<file path="src/rtl/mc_control_fsm_pkg.sv">
// Shared definitions for the multicycle MIPS control unit (package mips_ctrl_pkg).
// Contents: primary opcode and R-type funct constants, the 4-bit ALU
// op-code encoding, the control FSM state enum and the instruction class
// enum produced by the decoder.
package mips_ctrl_pkg;

  // Primary opcodes (instr[31:26])
  localparam logic [5:0] OP_RTYPE = 6'h00;
  localparam logic [5:0] OP_BEQ   = 6'h04;
  localparam logic [5:0] OP_BNE   = 6'h05;
  localparam logic [5:0] OP_ADDI  = 6'h08;
  localparam logic [5:0] OP_ADDIU = 6'h09;
  localparam logic [5:0] OP_SLTI  = 6'h0A;
  localparam logic [5:0] OP_SLTIU = 6'h0B;
  localparam logic [5:0] OP_ANDI  = 6'h0C;
  localparam logic [5:0] OP_ORI   = 6'h0D;
  localparam logic [5:0] OP_XORI  = 6'h0E;
  localparam logic [5:0] OP_LUI   = 6'h0F;
  localparam logic [5:0] OP_LW    = 6'h23;
  localparam logic [5:0] OP_SW    = 6'h2B;

  // R-type funct codes (instr[5:0])
  localparam logic [5:0] FN_SLL  = 6'h00;
  localparam logic [5:0] FN_SRL  = 6'h02;
  localparam logic [5:0] FN_SRA  = 6'h03;
  localparam logic [5:0] FN_SLLV = 6'h04;
  localparam logic [5:0] FN_SRLV = 6'h06;
  localparam logic [5:0] FN_SRAV = 6'h07;
  localparam logic [5:0] FN_ADD  = 6'h20;
  localparam logic [5:0] FN_ADDU = 6'h21;
  localparam logic [5:0] FN_SUB  = 6'h22;
  localparam logic [5:0] FN_SUBU = 6'h23;
  localparam logic [5:0] FN_AND  = 6'h24;
  localparam logic [5:0] FN_OR   = 6'h25;
  localparam logic [5:0] FN_XOR  = 6'h26;
  localparam logic [5:0] FN_NOR  = 6'h27;
  localparam logic [5:0] FN_SLT  = 6'h2A;
  localparam logic [5:0] FN_SLTU = 6'h2B;

  // ALU op-code encoding
  localparam logic [3:0] ALU_SLL  = 4'b0000;
  localparam logic [3:0] ALU_SRL  = 4'b0001;
  localparam logic [3:0] ALU_SRA  = 4'b0010;
  localparam logic [3:0] ALU_SLLV = 4'b0011;
  localparam logic [3:0] ALU_SRLV = 4'b0100;
  localparam logic [3:0] ALU_SRAV = 4'b0101;
  localparam logic [3:0] ALU_ADD  = 4'b0110;
  localparam logic [3:0] ALU_SUB  = 4'b0111;
  localparam logic [3:0] ALU_AND  = 4'b1000;
  localparam logic [3:0] ALU_OR   = 4'b1001;
  localparam logic [3:0] ALU_XOR  = 4'b1010;
  localparam logic [3:0] ALU_NOR  = 4'b1011;
  localparam logic [3:0] ALU_SLT  = 4'b1100;
  localparam logic [3:0] ALU_SLTU = 4'b1101;
  localparam logic [3:0] ALU_LUI  = 4'b1110;
  localparam logic [3:0] ALU_ORI  = 4'b1111;

  typedef enum logic [2:0] {
    ST_IDLE,
    ST_DECODE,
    ST_EXEC,
    ST_MEM,
    ST_WB
  } state_t;

  typedef enum logic [2:0] {
    CLS_ALU,
    CLS_LOAD,
    CLS_STORE,
    CLS_BEQ,
    CLS_BNE
  } instr_class_t;

endpackage

</file>
<file path="src/rtl/mc_control_fsm_alu_op_decode.sv">
// alu_op_decode: purely combinational instruction decoder.
// Ports:
//   opcode, funct  in   instruction fields instr[31:26], instr[5:0]
//   alu_op         out  4-bit ALU op code
//   src_imm        out  ALU In2 takes the extended immediate
//   zext           out  immediate is zero-extended (0 = sign-extended)
//   wr_en          out  instruction writes the register file
//   dst_rt         out  destination is rt (I-type) rather than rd (R-type)
//   cls            out  instruction class for sequencing
//   illegal        out  opcode/funct not decodable
// Build option: define VAR_SHIFT_EN to accept sllv/srlv/srav.
module alu_op_decode
  import mips_ctrl_pkg::*;
(
  input  logic [5:0]   opcode,
  input  logic [5:0]   funct,
  output logic [3:0]   alu_op,
  output logic         src_imm,
  output logic         zext,
  output logic         wr_en,
  output logic         dst_rt,
  output instr_class_t cls,
  output logic         illegal
);

  always_comb begin
    alu_op  = ALU_ADD;
    src_imm = 1'b0;
    zext    = 1'b0;
    wr_en   = 1'b0;
    dst_rt  = 1'b0;
    cls     = CLS_ALU;
    illegal = 1'b0;

    case (opcode)
      OP_RTYPE: begin
        wr_en = 1'b1;
        case (funct)
          FN_SLL:          alu_op = ALU_SLL;
          FN_SRL:          alu_op = ALU_SRL;
          FN_SRA:          alu_op = ALU_SRA;
`ifdef VAR_SHIFT_EN
          FN_SLLV:         alu_op = ALU_SLLV;
          FN_SRLV:         alu_op = ALU_SRLV;
          FN_SRAV:         alu_op = ALU_SRAV;
`endif
          FN_ADD, FN_ADDU: alu_op = ALU_ADD;
          FN_SUB, FN_SUBU: alu_op = ALU_SUB;
          FN_AND:          alu_op = ALU_AND;
          FN_OR:           alu_op = ALU_OR;
          FN_XOR:          alu_op = ALU_XOR;
          FN_NOR:          alu_op = ALU_NOR;
          FN_SLT:          alu_op = ALU_SLT;
          FN_SLTU:         alu_op = ALU_SLTU;
          default:         illegal = 1'b1;
        endcase
      end
      OP_ADDI, OP_ADDIU: begin
        alu_op = ALU_ADD;  src_imm = 1'b1; wr_en = 1'b1; dst_rt = 1'b1;
      end
      OP_SLTI: begin
        alu_op = ALU_SLT;  src_imm = 1'b1; wr_en = 1'b1; dst_rt = 1'b1;
      end
      OP_SLTIU: begin
        alu_op = ALU_SLTU; src_imm = 1'b1; wr_en = 1'b1; dst_rt = 1'b1;
      end
      OP_ANDI: begin
        alu_op = ALU_AND;  src_imm = 1'b1; zext = 1'b1; wr_en = 1'b1; dst_rt = 1'b1;
      end
      OP_XORI: begin
        alu_op = ALU_XOR;  src_imm = 1'b1; zext = 1'b1; wr_en = 1'b1; dst_rt = 1'b1;
      end
      OP_ORI: begin
        alu_op = ALU_ORI;  src_imm = 1'b1; zext = 1'b1; wr_en = 1'b1; dst_rt = 1'b1;
      end
      // lui only uses the low 16 immediate bits, so extension is moot;
      // flag it zero-extended like the other logical immediates.
      OP_LUI: begin
        alu_op = ALU_LUI;  src_imm = 1'b1; zext = 1'b1; wr_en = 1'b1; dst_rt = 1'b1;
      end
      OP_LW: begin
        alu_op = ALU_ADD;  src_imm = 1'b1; wr_en = 1'b1; dst_rt = 1'b1; cls = CLS_LOAD;
      end
      OP_SW: begin
        alu_op = ALU_ADD;  src_imm = 1'b1; dst_rt = 1'b1; cls = CLS_STORE;
      end
      OP_BEQ: begin
        alu_op = ALU_SUB;  dst_rt = 1'b1; cls = CLS_BEQ;
      end
      OP_BNE: begin
        alu_op = ALU_SUB;  dst_rt = 1'b1; cls = CLS_BNE;
      end
      default: illegal = 1'b1;
    endcase

    if (illegal) begin
      wr_en = 1'b0;
    end
  end

endmodule

</file>
<file path="src/rtl/mc_control_fsm.sv">
// mc_control_fsm: multicycle control unit for a MIPS-style ALU datapath.
// Accepts one instruction per instr_valid/instr_ready handshake and
// sequences it IDLE -> DECODE -> EXEC -> (MEM) -> (WB) -> IDLE.
// Ports:
//   clk, reset                 clock, synchronous active-high reset
//   instr_valid/instr_ready    instruction handshake (ready only in IDLE)
//   instr                      32-bit instruction word
//   alu_op/alu_shamt/alu_imm   ALU controls, held from DECODE until next accept
//   alu_src_imm, imm_zext      ALU In2 select and immediate extension
//   rs_addr, rt_addr           register-file read addresses
//   zero_flag                  ALU zero flag, sampled in EXEC for branches
//   reg_we, reg_waddr          one-cycle register write strobe and address
//   mem_req, mem_we, mem_ack   data-memory handshake (req held until ack)
//   branch_taken, done         one-cycle pulses in WB
//   illegal                    one-cycle pulse: undecodable or memory timeout
// Parameter MEM_TIMEOUT: max MEM cycles without mem_ack (0 = no timeout).
// Build option: define VAR_SHIFT_EN to accept sllv/srlv/srav.
module mc_control_fsm
  import mips_ctrl_pkg::*;
#(
  parameter int unsigned MEM_TIMEOUT = 16
) (
  input  logic        clk,
  input  logic        reset,
  input  logic        instr_valid,
  output logic        instr_ready,
  input  logic [31:0] instr,
  output logic [3:0]  alu_op,
  output logic [4:0]  alu_shamt,
  output logic [15:0] alu_imm,
  output logic        alu_src_imm,
  output logic        imm_zext,
  output logic [4:0]  rs_addr,
  output logic [4:0]  rt_addr,
  input  logic        zero_flag,
  output logic        reg_we,
  output logic [4:0]  reg_waddr,
  output logic        mem_req,
  output logic        mem_we,
  input  logic        mem_ack,
  output logic        branch_taken,
  output logic        done,
  output logic        illegal
);

  localparam int unsigned CNT_W = (MEM_TIMEOUT > 1) ? $clog2(MEM_TIMEOUT) : 1;
  localparam logic [CNT_W-1:0] CNT_LAST = CNT_W'(MEM_TIMEOUT - 1);

  state_t          state;
  logic [31:0]     ir;
  instr_class_t    cls_q;
  logic            wr_q;
  logic [CNT_W-1:0] mem_cnt;

  logic [3:0]      dec_alu_op;
  logic            dec_src_imm;
  logic            dec_zext;
  logic            dec_wr_en;
  logic            dec_dst_rt;
  instr_class_t    dec_cls;
  logic            dec_illegal;
  logic [4:0]      dec_waddr;

  alu_op_decode u_dec (
    .opcode  (ir[31:26]),
    .funct   (ir[5:0]),
    .alu_op  (dec_alu_op),
    .src_imm (dec_src_imm),
    .zext    (dec_zext),
    .wr_en   (dec_wr_en),
    .dst_rt  (dec_dst_rt),
    .cls     (dec_cls),
    .illegal (dec_illegal)
  );

  assign dec_waddr = dec_dst_rt ? ir[20:16] : ir[15:11];

  always_ff @(posedge clk) begin
    if (reset) begin
      state        <= ST_IDLE;
      ir           <= '0;
      cls_q        <= CLS_ALU;
      wr_q         <= 1'b0;
      mem_cnt      <= '0;
      instr_ready  <= 1'b1;
      alu_op       <= '0;
      alu_shamt    <= '0;
      alu_imm      <= '0;
      alu_src_imm  <= 1'b0;
      imm_zext     <= 1'b0;
      rs_addr      <= '0;
      rt_addr      <= '0;
      reg_we       <= 1'b0;
      reg_waddr    <= '0;
      mem_req      <= 1'b0;
      mem_we       <= 1'b0;
      branch_taken <= 1'b0;
      done         <= 1'b0;
      illegal      <= 1'b0;
    end else begin
      // Pulse outputs are asserted on the edge entering the cycle in which
      // they are visible, so each one defaults low every cycle.
      reg_we       <= 1'b0;
      branch_taken <= 1'b0;
      done         <= 1'b0;
      illegal      <= 1'b0;

      case (state)
        ST_IDLE: begin
          if (instr_valid && instr_ready) begin
            ir          <= instr;
            instr_ready <= 1'b0;
            state       <= ST_DECODE;
          end
        end

        ST_DECODE: begin
          alu_op      <= dec_alu_op;
          alu_shamt   <= ir[10:6];
          alu_imm     <= ir[15:0];
          alu_src_imm <= dec_src_imm;
          imm_zext    <= dec_zext;
          rs_addr     <= ir[25:21];
          rt_addr     <= ir[20:16];
          reg_waddr   <= dec_waddr;
          cls_q       <= dec_cls;
          // Writes to $0 are suppressed here so WB never strobes reg_we for them.
          wr_q        <= dec_wr_en && (dec_waddr != 5'd0);
          if (dec_illegal) begin
            illegal     <= 1'b1;
            instr_ready <= 1'b1;
            state       <= ST_IDLE;
          end else begin
            state <= ST_EXEC;
          end
        end

        ST_EXEC: begin
          case (cls_q)
            CLS_LOAD, CLS_STORE: begin
              mem_req <= 1'b1;
              mem_we  <= (cls_q == CLS_STORE);
              mem_cnt <= '0;
              state   <= ST_MEM;
            end
            CLS_BEQ: begin
              branch_taken <= zero_flag;
              done         <= 1'b1;
              state        <= ST_WB;
            end
            CLS_BNE: begin
              branch_taken <= !zero_flag;
              done         <= 1'b1;
              state        <= ST_WB;
            end
            default: begin
              reg_we <= wr_q;
              done   <= 1'b1;
              state  <= ST_WB;
            end
          endcase
        end

        ST_MEM: begin
          if (mem_ack) begin
            mem_req <= 1'b0;
            mem_we  <= 1'b0;
            done    <= 1'b1;
            if (cls_q == CLS_LOAD) begin
              reg_we <= wr_q;
              state  <= ST_WB;
            end else begin
              instr_ready <= 1'b1;
              state       <= ST_IDLE;
            end
          end else if ((MEM_TIMEOUT != 0) && (mem_cnt == CNT_LAST)) begin
            mem_req     <= 1'b0;
            mem_we      <= 1'b0;
            illegal     <= 1'b1;
            instr_ready <= 1'b1;
            state       <= ST_IDLE;
          end else begin
            mem_cnt <= mem_cnt + 1'b1;
          end
        end

        ST_WB: begin
          instr_ready <= 1'b1;
          state       <= ST_IDLE;
        end

        default: begin
          instr_ready <= 1'b1;
          state       <= ST_IDLE;
        end
      endcase
    end
  end

endmodule

</file>
<file path="config.mk">
export PLATFORM = sky130hd
export DESIGN_NAME = mc_control_fsm
export DESIGN_NICKNAME = d
export VERILOG_FILES = /design/src/rtl/mc_control_fsm_pkg.sv /design/src/rtl/mc_control_fsm_alu_op_decode.sv /design/src/rtl/mc_control_fsm.sv
export SDC_FILE = /design/constraint.sdc
export NUM_CORES = 1
export LEC_CHECK = 0
export CAP_MARGIN = 40
export CORE_UTILIZATION = 42
export DETAILED_ROUTE_END_ITERATION = 7
export PLACE_DENSITY_LB_ADDON = 0.3
export SYNTH_ARGS = -nofsm -noshare
export SYNTH_HDL_FRONTEND = slang
export SYNTH_SLANG_ARGS = --single-unit
</file>
<file path="constraint.sdc">
create_clock -name clk -period 3.5 [get_ports clk]
set_clock_uncertainty 0.1 [all_clocks]
set_input_delay 0.7 -clock clk [delete_from_list [all_inputs] [get_ports clk]]
set_output_delay 0.7 -clock clk [all_outputs]
set_load 0.01 [all_outputs]
</file>
==> results of run 1 <==
## final cells by class
cell class	instances	area share, %
multi-input combinational	332	37.0
sequential	87	36.4
timing repair buffer	90	18.5
clock buffer	12	3.25
tap	105	2.75
clock inverter	4	1.62
inverter	6	0.471
## layer usage
| layer | wire length (um) | vias to the layer above |
|---|---|---|
| met5 | 0 | - |
| met4 | 129 | 0 |
| met3 | 538 | 11 |
| met2 | 4470 | 94 |
| met1 | 4060 | 1620 |
| li1 | - | 1714 |
## path summary, 6_finish.rpt
| check | start | to | cells after the start |
|---|---|---|---|
| setup / recovery | mem_ack | mem_cnt[2] | 5 |
| hold / removal | ir[8] | alu_shamt[2] | 2 |
| setup reg to reg | state[0] | instr_ready | 5 |
| hold reg to reg | ir[8] | alu_shamt[2] | 2 |
## metrics by stage
stage	instances	setup WS, ns
3_5_place_dp	620	0.807
3_3_place_gp	620	0.940
4_1_cts	636	1.18
6_report	636	1.17
2_1_floorplan	466	1.52
5_1_grt	636	1.06
## power groups by stage
stage               logic (mW)  registers, mW  clock network, mW
detailed placement       0.631           1.21                  0
floorplan                0.444           1.17                  0
global route             0.699           1.20              0.851
global placement         0.619           1.21                  0
CTS                      0.635           1.19              0.813
finish                   0.631           1.19              0.797
## cell families after synthesis
logic type                 share of synthesized area [%]
muxes                                               2.20
AOI/OAI and AO/OA                                   21.0
xor gates and xnor gates                           0.474
adders and majority gates                          0.338
and+or+nand+nor                                     23.6
buffers and inverters                               5.31
DFF                                                 47.1
## worst max-delay path, delay by kind of cell
family | cells | cell delay, ns
AOI/OAI and AO/OA | 2 | 0.35
buffers and inverters | 1 | 0.49
and+or+nand+nor | 2 | 0.96
## flip-flops by register name, indices dropped and copies added, names as in the netlist
register and flops:
alu_imm 12, alu_op 4, alu_shamt 4, alu_src_imm 1, branch_taken 1, cls_q 3
done 1, illegal 1, imm_zext 1, instr_ready 1, ir 32, mem_cnt 4
mem_req 1, mem_we 1, reg_waddr 5, reg_we 1, rs_addr 5, rt_addr 5
state 3, wr_q 1
## cell usage in the layout, fill, tap and decap left out, types with 2 or more instances in the layout
cell / n
a21o_1: 2
nand3_1: 4
nor4_1: 2
o31a_1: 2
o31ai_1: 2
nor2_1: 26
a22oi_1: 3
nand2_1: 126
a21oi_1: 73
clkinv_4: 2
nand2b_1: 5
clkdlybuf4s50_1: 84
nor3_1: 13
bufinv_16: 2
and3_1: 2
a211oi_1: 10
clkbuf_8: 11
buf_4: 5
mux2i_1: 7
nand4_1: 4
inv_1: 6
dfxtp_1: 87
a211o_1: 2
a2111oi_0: 2
nor2b_1: 3
a311oi_1: 2
a31oi_1: 4
nand3b_1: 4
o21ai_0: 6
==> results.json, run 1 <==
{
  "total_power_mw": 2.62,
  "area_growth_pct": 29.2,
  "worst_slew_pin_slew_ns": 0.871,
  "seqCellArea_um2": 1740,
  "seqPwrFrac_pct": 45.4,
  "initial_utilization_pct": 44.1,
  "io_pins": 86,
  "rsz0062_at_grt": "false",
  "synth_edf_count": 0,
  "cts_hold_buffers": 0,
  "die_area_um2": 9190,
  "cts_made_buffers": 9,
  "async_flop_share_pct": 0,
  "yosysMostFrequentCell": "nand2_1",
  "path_clk_slew_ns": 0.09,
  "cts-root-buf": "clkbuf_8",
  "grt.busiest_layer": "met2",
  "cp-end-kind": "register",
  "crit_chain": "clkdlybuf4s50_1, nor3_2, a31oi_1, or4b_1, a21oi_1",
  "grt_pass1_vias": 3236,
  "detail-route-antenna-nets": 0,
  "globalplace.congestion": 0.854,
  "synthFlopType": "dfxtp_1",
  "multi_input_area_um2": 1770,
  "hold_path_class": "register to register",
  "hold-worst-slack_ns": 0.351,
  "grt_antenna_before_repair": 0,
  "regToRegSetupSlack_ns": 1.21,
  "crit_type": "input port to register",
  "synth.distinct_cells": 55,
  "final_nets": 564,
  "cts_htree_levels": 3,
  "fill_cells": 772,
  "final_cell_area_um2": 4780,
  "max_freq_mhz": 428,
  "synth_warnings": 0,
  "drt-vias-per-instance": 5.41,
  "cts_setup_buffers": 0,
  "via_count": 3439,
  "insertion_delay_ns": 0.36,
  "grt_max_degree": 50,
  "synth_top_cells_by_area": "dfxtp_1 47%, nand2_1 13%, a21oi_1 9.9%",
  "synth_commonest_cells": "126 x nand2_1, 87 x dfxtp_1, 73 x a21oi_1",
  "routed_wl_um": 9200,
  "min_period_over_period_pct": 66.7,
  "fp.dieW_um": 95.9,
  "die_height_um": 95.9,
  "cp_max_fo": 7,
  "core_um2": 8380,
  "rows": 33,
  "netlist_area_um2": 3700,
  "drv_slew": 0,
  "met2_usage_pct": 36.2,
  "grt_pass1_wl_um": 15000,
  "drtPass1Iterations": 4,
  "fin_tns_setup_ns": 0,
  "crit_path_max_incr_delay_ns": 0.55,
  "p_clk_share_pct": 30.5,
  "synth_top_area_share_pct": 47.1,
  "p_per_area_nw_per_um2": 547,
  "antenna_cells": 0,
  "track_usage_pct": 21.2,
  "fin_util_pct": 57.0,
  "cp_slowest_cell": "or4b_1",
  "grtUsageMet1_pct": 25.6,
  "switching_share_pct": 30.9,
  "maxCapViolations": 0,
  "syn_area_per_cell_um2": 7.94,
  "yosysSeqAreaShare_pct": 47.1,
  "first_iter_violations": 173,
  "drive_above_1_share_pct": 5.84,
  "worstPathArrival_ns": 2.51,
  "clock_sinks": 87,
  "drt_drc_violations_left": 0,
  "cts_resized": 0,
  "ir_worst_vdd_uv": 295,
  "clock_tree.buffer_depth": 2,
  "ys_ff_latch": 87,
  "hold_violations": 0,
  "io_buffers": 85,
  "synthCells": 466,
  "required_ns": 3.68,
  "p_int_mw": 1.81,
  "setup_viol": 0,
  "p_switching_mw": 0.809,
  "slew_headroom_pct": 42.0,
  "hpwl_um": 6240,
  "place_area_um2": 4550,
  "wire_per_inst_um": 14.5,
  "global_route.usage.met3_pct": 4.98,
  "grt_overflow": 0,
  "critPathLaunchType": "input port",
  "synth_nets": 504,
  "cts_tree": "yes",
  "yosysTopAreaCell": "dfxtp_1",
  "status": "finished, final reports clean",
  "cellLeakagePower_nw": 1.63,
  "period_needed_ns": 2.33,
  "p_comb_share_pct": 24.1
}
Power figures use the tool's default switching activity.
==> run 2, diff against run 1 <==
==> constraint.sdc (replaced) <==
create_clock -name clk -period 1.85 [get_ports clk]
set_clock_uncertainty 0.1 [all_clocks]
set_input_delay 0.37 -clock clk [delete_from_list [all_inputs] [get_ports clk]]
set_output_delay 0.37 -clock clk [all_outputs]
set_load 0.01 [all_outputs]
==> run 2 against run 1 <==
Against the previous run:
- routed wire length rose by 2.5%
- setup slack got worse by 1.3 ns
- total power rose by 97%
- final cell count rose by 5.2%
- critical path type is now register to register
- critical path depth did not move
- the flow now finishes with violations (setup timing)
- sequential cell count did not move
- worst hold slack got worse by 0.084 ns
- clock power rose by 83%
- non-clock buffer count rose by 33
==> results.json, run 2 (same netlist as run 1, synthesis figures left out) <==
{
  "p_per_area_nw_per_um2": 1010,
  "hold_violations": 0,
  "clock_tree.buffer_depth": 2,
  "final_nets": 597,
  "maxCapViolations": 0,
  "finalNonFillerCells": 669,
  "ir_worst_vdd_uv": 543,
  "fin_util_pct": 61.3,
  "grt_max_degree": 48,
  "worstPathArrival_ns": 2.12,
  "first_iter_violations": 136,
  "die_area_um2": 9190,
  "place_ws_ns": -0.186,
  "largest_register_ff_count": 32,
  "grt_antenna_before_repair": 0,
  "io_buffers": 85,
  "hold-worst-slack_ns": 0.267,
  "slew_headroom_pct": 72.5,
  "violations": "setup timing",
  "hold_path_class": "input port to register",
  "hpwl_um": 6480,
  "final_cell_area_um2": 5140,
  "mostFrequentLayoutCells": "126 x nand2_1, 84 x clkdlybuf4s50_1, 82 x dfxtp_1, 72 x a21oi_1, 32 x buf_4",
  "antenna_cells": 0,
  "detail-route-antenna-nets": 0,
  "routed_wl_um": 9430,
  "crit_path_max_incr_delay_ns": 0.56,
  "drt-vias-per-instance": 5.28,
  "cts_made_buffers": 9,
  "globalplace.congestion": 0.849,
  "rows": 33,
  "grt_pass1_wl_um": 15300,
  "area_growth_pct": 38.8,
  "rsz0062_at_grt": "true",
  "clock_sinks": 87,
  "track_usage_pct": 21.6,
  "path_clk_slew_ns": 0.08,
  "cp_max_fo": 3,
  "r2r_end": "wr_q",
  "cp_slowest_cell": "or4_4",
  "status": "finished with violations",
  "crit_chain": "or4_4, a2111oi_4, o221a_4, o211ai_2, o32ai_2",
  "cts-root-buf": "clkbuf_8",
  "dp_cells": 651,
  "critPathLaunchType": "register",
  "drt_drc_violations_left": 0,
  "reg2reg_depth": 5,
  "final_common_cell": "nand2_1",
  "period_needed_ns": 1.95,
  "required_ns": 2.02,
  "drive_above_1_share_pct": 13.5,
  "io_pins": 86,
  "crit_type": "register to register",
  "via_count": 3535,
  "place_area_um2": 4850,
  "core_um2": 8380,
  "drv_slew": 0,
  "cp-end-kind": "register",
  "die_height_um": 95.9,
  "insertion_delay_ns": 0.35,
  "cts_tree": "yes",
  "crit_end": "wr_q",
  "max_freq_mhz": 514,
  "grt_overflow": 0,
  "min_period_over_period_pct": 105,
  "reg.largest.list": "ir (32), alu_imm (12)",
  "wire_per_inst_um": 14.1,
  "fin_tns_setup_ns": -0.255,
  "total_power_mw": 5.16,
  "fp.dieW_um": 95.9,
  "initial_utilization_pct": 44.1,
  "fin_ws_ns": -0.0973,
  "startpoint": "ir[26]",
  "setup_viol": 4,
  "drtPass1Iterations": 4,
  "regToRegSetupSlack_ns": -0.1,
  "regMostFlops": "ir",
  "cts_htree_levels": 3,
  "r2r_start": "ir[26]",
  "worst_slew_pin_slew_ns": 0.402,
  "grt_pass1_vias": 3303,
  "cellLeakagePower_nw": 1.81
}
run 2: cell count changes in the layout (fill, tap and decap cells not counted), sizes merged:
cell      change
clkbuf        -1
buf          +33
clkinvlp      +1
run 2: timing repair:
action,4_1_cts,5_1_grt
resized for setup,1,15
pin swaps,2,5
buffers inserted,1,2
hold buffers,0,0
endpoints found under the setup margin,5,11
run 2: area by class of cell:
class / instances / area [um2]
timing repair buffer: 123 / 1200
multi-input combinational: 332 / 1810
fill: 771 / 3250
clock buffer: 11 / 141
inverter: 6 / 22.5
tap: 105 / 131
clock inverter: 5 / 81.3
sequential: 87 / 1750
run 2: worst max-delay path: cells and delay by family (launching register included):
family          cells  cell delay, ns
compound gates      4            0.89
simple gates        1            0.56
flops               1            0.32
run 2: per-layer routing:
layer / part of all wire (%) / up-vias / GRT usage (%)
met1: 43 / 1656 / 26.6
met5: 0 / - / 0
met3: 5.1 / 14 / 3.95
met2: 50 / 83 / 37.4
li1: - / 1782 / -
met4: 1.7 / 0 / 7.71
run 2: how the worst min path moves through the flow:
stage / startpoint / end / depth (start not counted)
after global placement: ir[9] / alu_shamt[3] / 2
final: reset / mem_we / 2
after detailed placement: ir[6] / alu_shamt[0] / 2
after global routing: reset / mem_we / 2
after CTS: reset / mem_we / 2
after floorplan: mem_cnt[3] / mem_cnt[3] / 1
run 2: power by group:
group	internal [mW]	leakage (nW)	total (mW)	switching (mW)
Clock	0.798	0.110	1.46	0.663
Sequential	2.05	0.710	2.19	0.140
Combinational	0.729	0.993	1.52	0.786
Total	3.58	1.81	5.16	1.59
==> run 3, diff against run 2 <==
--- a/config.mk
+++ b/config.mk
@@ -8,7 +8,9 @@
 export CAP_MARGIN = 40
 export CORE_UTILIZATION = 42
 export DETAILED_ROUTE_END_ITERATION = 7
+export GPL_ROUTABILITY_DRIVEN = 0
 export PLACE_DENSITY_LB_ADDON = 0.3
+export SETUP_SLACK_MARGIN = 0.2
 export SYNTH_ARGS = -nofsm -noshare
 export SYNTH_HDL_FRONTEND = slang
 export SYNTH_SLANG_ARGS = --single-unit
==> run 3 against run 2 <==
Against the previous run:
- the run still ends with setup timing left
- critical path depth up 1
- design area rose by 0.49%
- first-iteration DRC count up 54%
- sequential power is essentially flat
- sequential share of layout area about the same
- global-route usage increased by 1.1 points
- via count grew 3.0%
- register-to-register slack better by 0.02 ns
- critical endpoint is now instr_ready
- largest cell class unchanged
==> results.json, run 3 (same netlist as run 1, synthesis figures left out) <==
{
  "final_nets": 601,
  "cp_max_fo": 3,
  "path_clk_slew_ns": 0.10,
  "insertion_delay_ns": 0.37,
  "reg.largest.list": "ir (32), alu_imm (12)",
  "hold_violations": 0,
  "die_area_um2": 9190,
  "routed_wl_um": 10200,
  "seqCellArea_um2": 1760,
  "clock_tree.buffer_depth": 2,
  "maxCapViolations": 0,
  "cts_tree": "yes",
  "fin_ws_ns": -0.0755,
  "critPathLaunchType": "register",
  "dp_cells": 644,
  "violations": "setup timing",
  "area_growth_pct": 39.5,
  "cts_made_buffers": 9,
  "clock_sinks": 87,
  "min_period_over_period_pct": 104,
  "antenna_cells": 0,
  "ir_worst_vdd_uv": 397,
  "max_freq_mhz": 519,
  "grt_max_degree": 35,
  "via_count": 3642,
  "slew_headroom_pct": 72.6,
  "drt_drc_violations_left": 0,
  "crit_type": "register to register",
  "mostFrequentLayoutCells": "126 x nand2_1, 80 x dfxtp_1, 71 x a21oi_1, 49 x dlygate4sd2_1, 35 x clkdlybuf4s50_1",
  "rows": 33,
  "final_cell_area_um2": 5160,
  "drive_above_1_share_pct": 16.4,
  "fill_cells": 772,
  "initial_utilization_pct": 44.1,
  "grt_pass1_wl_um": 16000,
  "worstPathArrival_ns": 2.07,
  "rsz0062_at_grt": "true",
  "cts_htree_levels": 3,
  "final_common_cell": "nand2_1",
  "multi_input_area_um2": 1910,
  "required_ns": 2.00,
  "drv_slew": 0,
  "grt_antenna_before_repair": 0,
  "cp-end-kind": "register",
  "grt_pass1_vias": 3401,
  "cellLeakagePower_nw": 2.05,
  "die_height_um": 95.9,
  "period_needed_ns": 1.93,
  "core_um2": 8380,
  "fp.dieW_um": 95.9,
  "cts_hold_buffers": 0,
  "drt-vias-per-instance": 5.41,
  "hold-worst-slack_ns": 0.275,
  "cts-root-buf": "clkbuf_8",
  "io_buffers": 85,
  "finalNonFillerCells": 673,
  "wire_per_inst_um": 15.1,
  "p_per_area_nw_per_um2": 970,
  "place_area_um2": 4810,
  "hold_path_class": "input port to register",
  "setup_viol": 4,
  "first_iter_violations": 209,
  "fin_tns_setup_ns": -0.203,
  "status": "finished with violations",
  "regMostFlops": "ir",
  "track_usage_pct": 22.7,
  "hpwl_um": 6790,
  "detail-route-antenna-nets": 0,
  "largest_register_ff_count": 32,
  "worst_slew_pin_slew_ns": 0.406,
  "io_pins": 86,
  "grt_overflow": 0,
  "drtPass1Iterations": 4
}
run 3: cell count changes in the layout (fill, tap and decap cells not counted), moves of 2 or more:
cell             previous run  this run
buf_12                      5         3
inv_6                       0         4
dfxtp_4                     0         3
dlygate4sd2_1               0        49
bufinv_16                   2         0
clkdlybuf4s50_1            84        35
buf_6                       1         5
dfxtp_1                    82        80
run 3: stage by stage:
step	setup slack [ns]	power [mW]	util (%)
2_1_floorplan	0.0398	3.08	-
3_3_place_gp	-0.170	3.63	57.4
3_5_place_dp	-0.239	3.66	57.4
4_1_cts	-0.0622	4.94	60.3
5_1_grt	-0.139	5.26	61.6
6_report	-0.0755	5.01	61.6
run 3: worst max-delay path: stages, from the launching register on:
cell       delay [ns]
dfxtp_2          0.33
or4_4            0.56
a2111oi_4        0.26
o221a_4          0.27
buf_4            0.12
a211oi_4         0.05
mux2i_1          0.12
run 3: path summary, 6_finish.rpt:
path | startpoint | endpoint | slack, ns | cells after the start
worst min-delay path | reset | done | 0.27 | 2
worst min register to register | mem_req | mem_req | 0.36 | 2
worst max-delay path | ir[26] | instr_ready | -0.08 | 6
worst max register to register | ir[26] | instr_ready | -0.08 | 6
run 3: layer usage:
layer  up-vias  track usage (%)  wire length (um)  share of wire [%]
met2        97             38.6              5190                 51
met3        11             5.77               500                4.9
met4         0             6.97               137                1.3
met5         -                0                 0                  0
met1      1745             28.0              4340                 43
li1       1789                -                 -                  -
run 3: final cells by class:
| class | count | area share (%) |
|---|---|---|
| multi-input combinational | 333 | 37.1 |
| sequential | 87 | 34.1 |
| clock buffer | 9 | 2.40 |
| timing repair buffer | 126 | 22.3 |
| tap | 105 | 2.55 |
| inverter | 6 | 0.436 |
| clock inverter | 7 | 1.24 |
run 3: power by group:
part	switching [mW]	total, mW	internal [mW]
clock	0.753	1.27	0.516
sequential	0.144	2.19	2.05
combinational	0.845	1.55	0.703
total	1.74	5.01	3.27
run 3: timing repair:
item	CTS	global route
gates cloned	1	0
gates resized for setup	65	14
setup endpoints to repair	65	16
pin swaps	4	9
buffers inserted	6	6
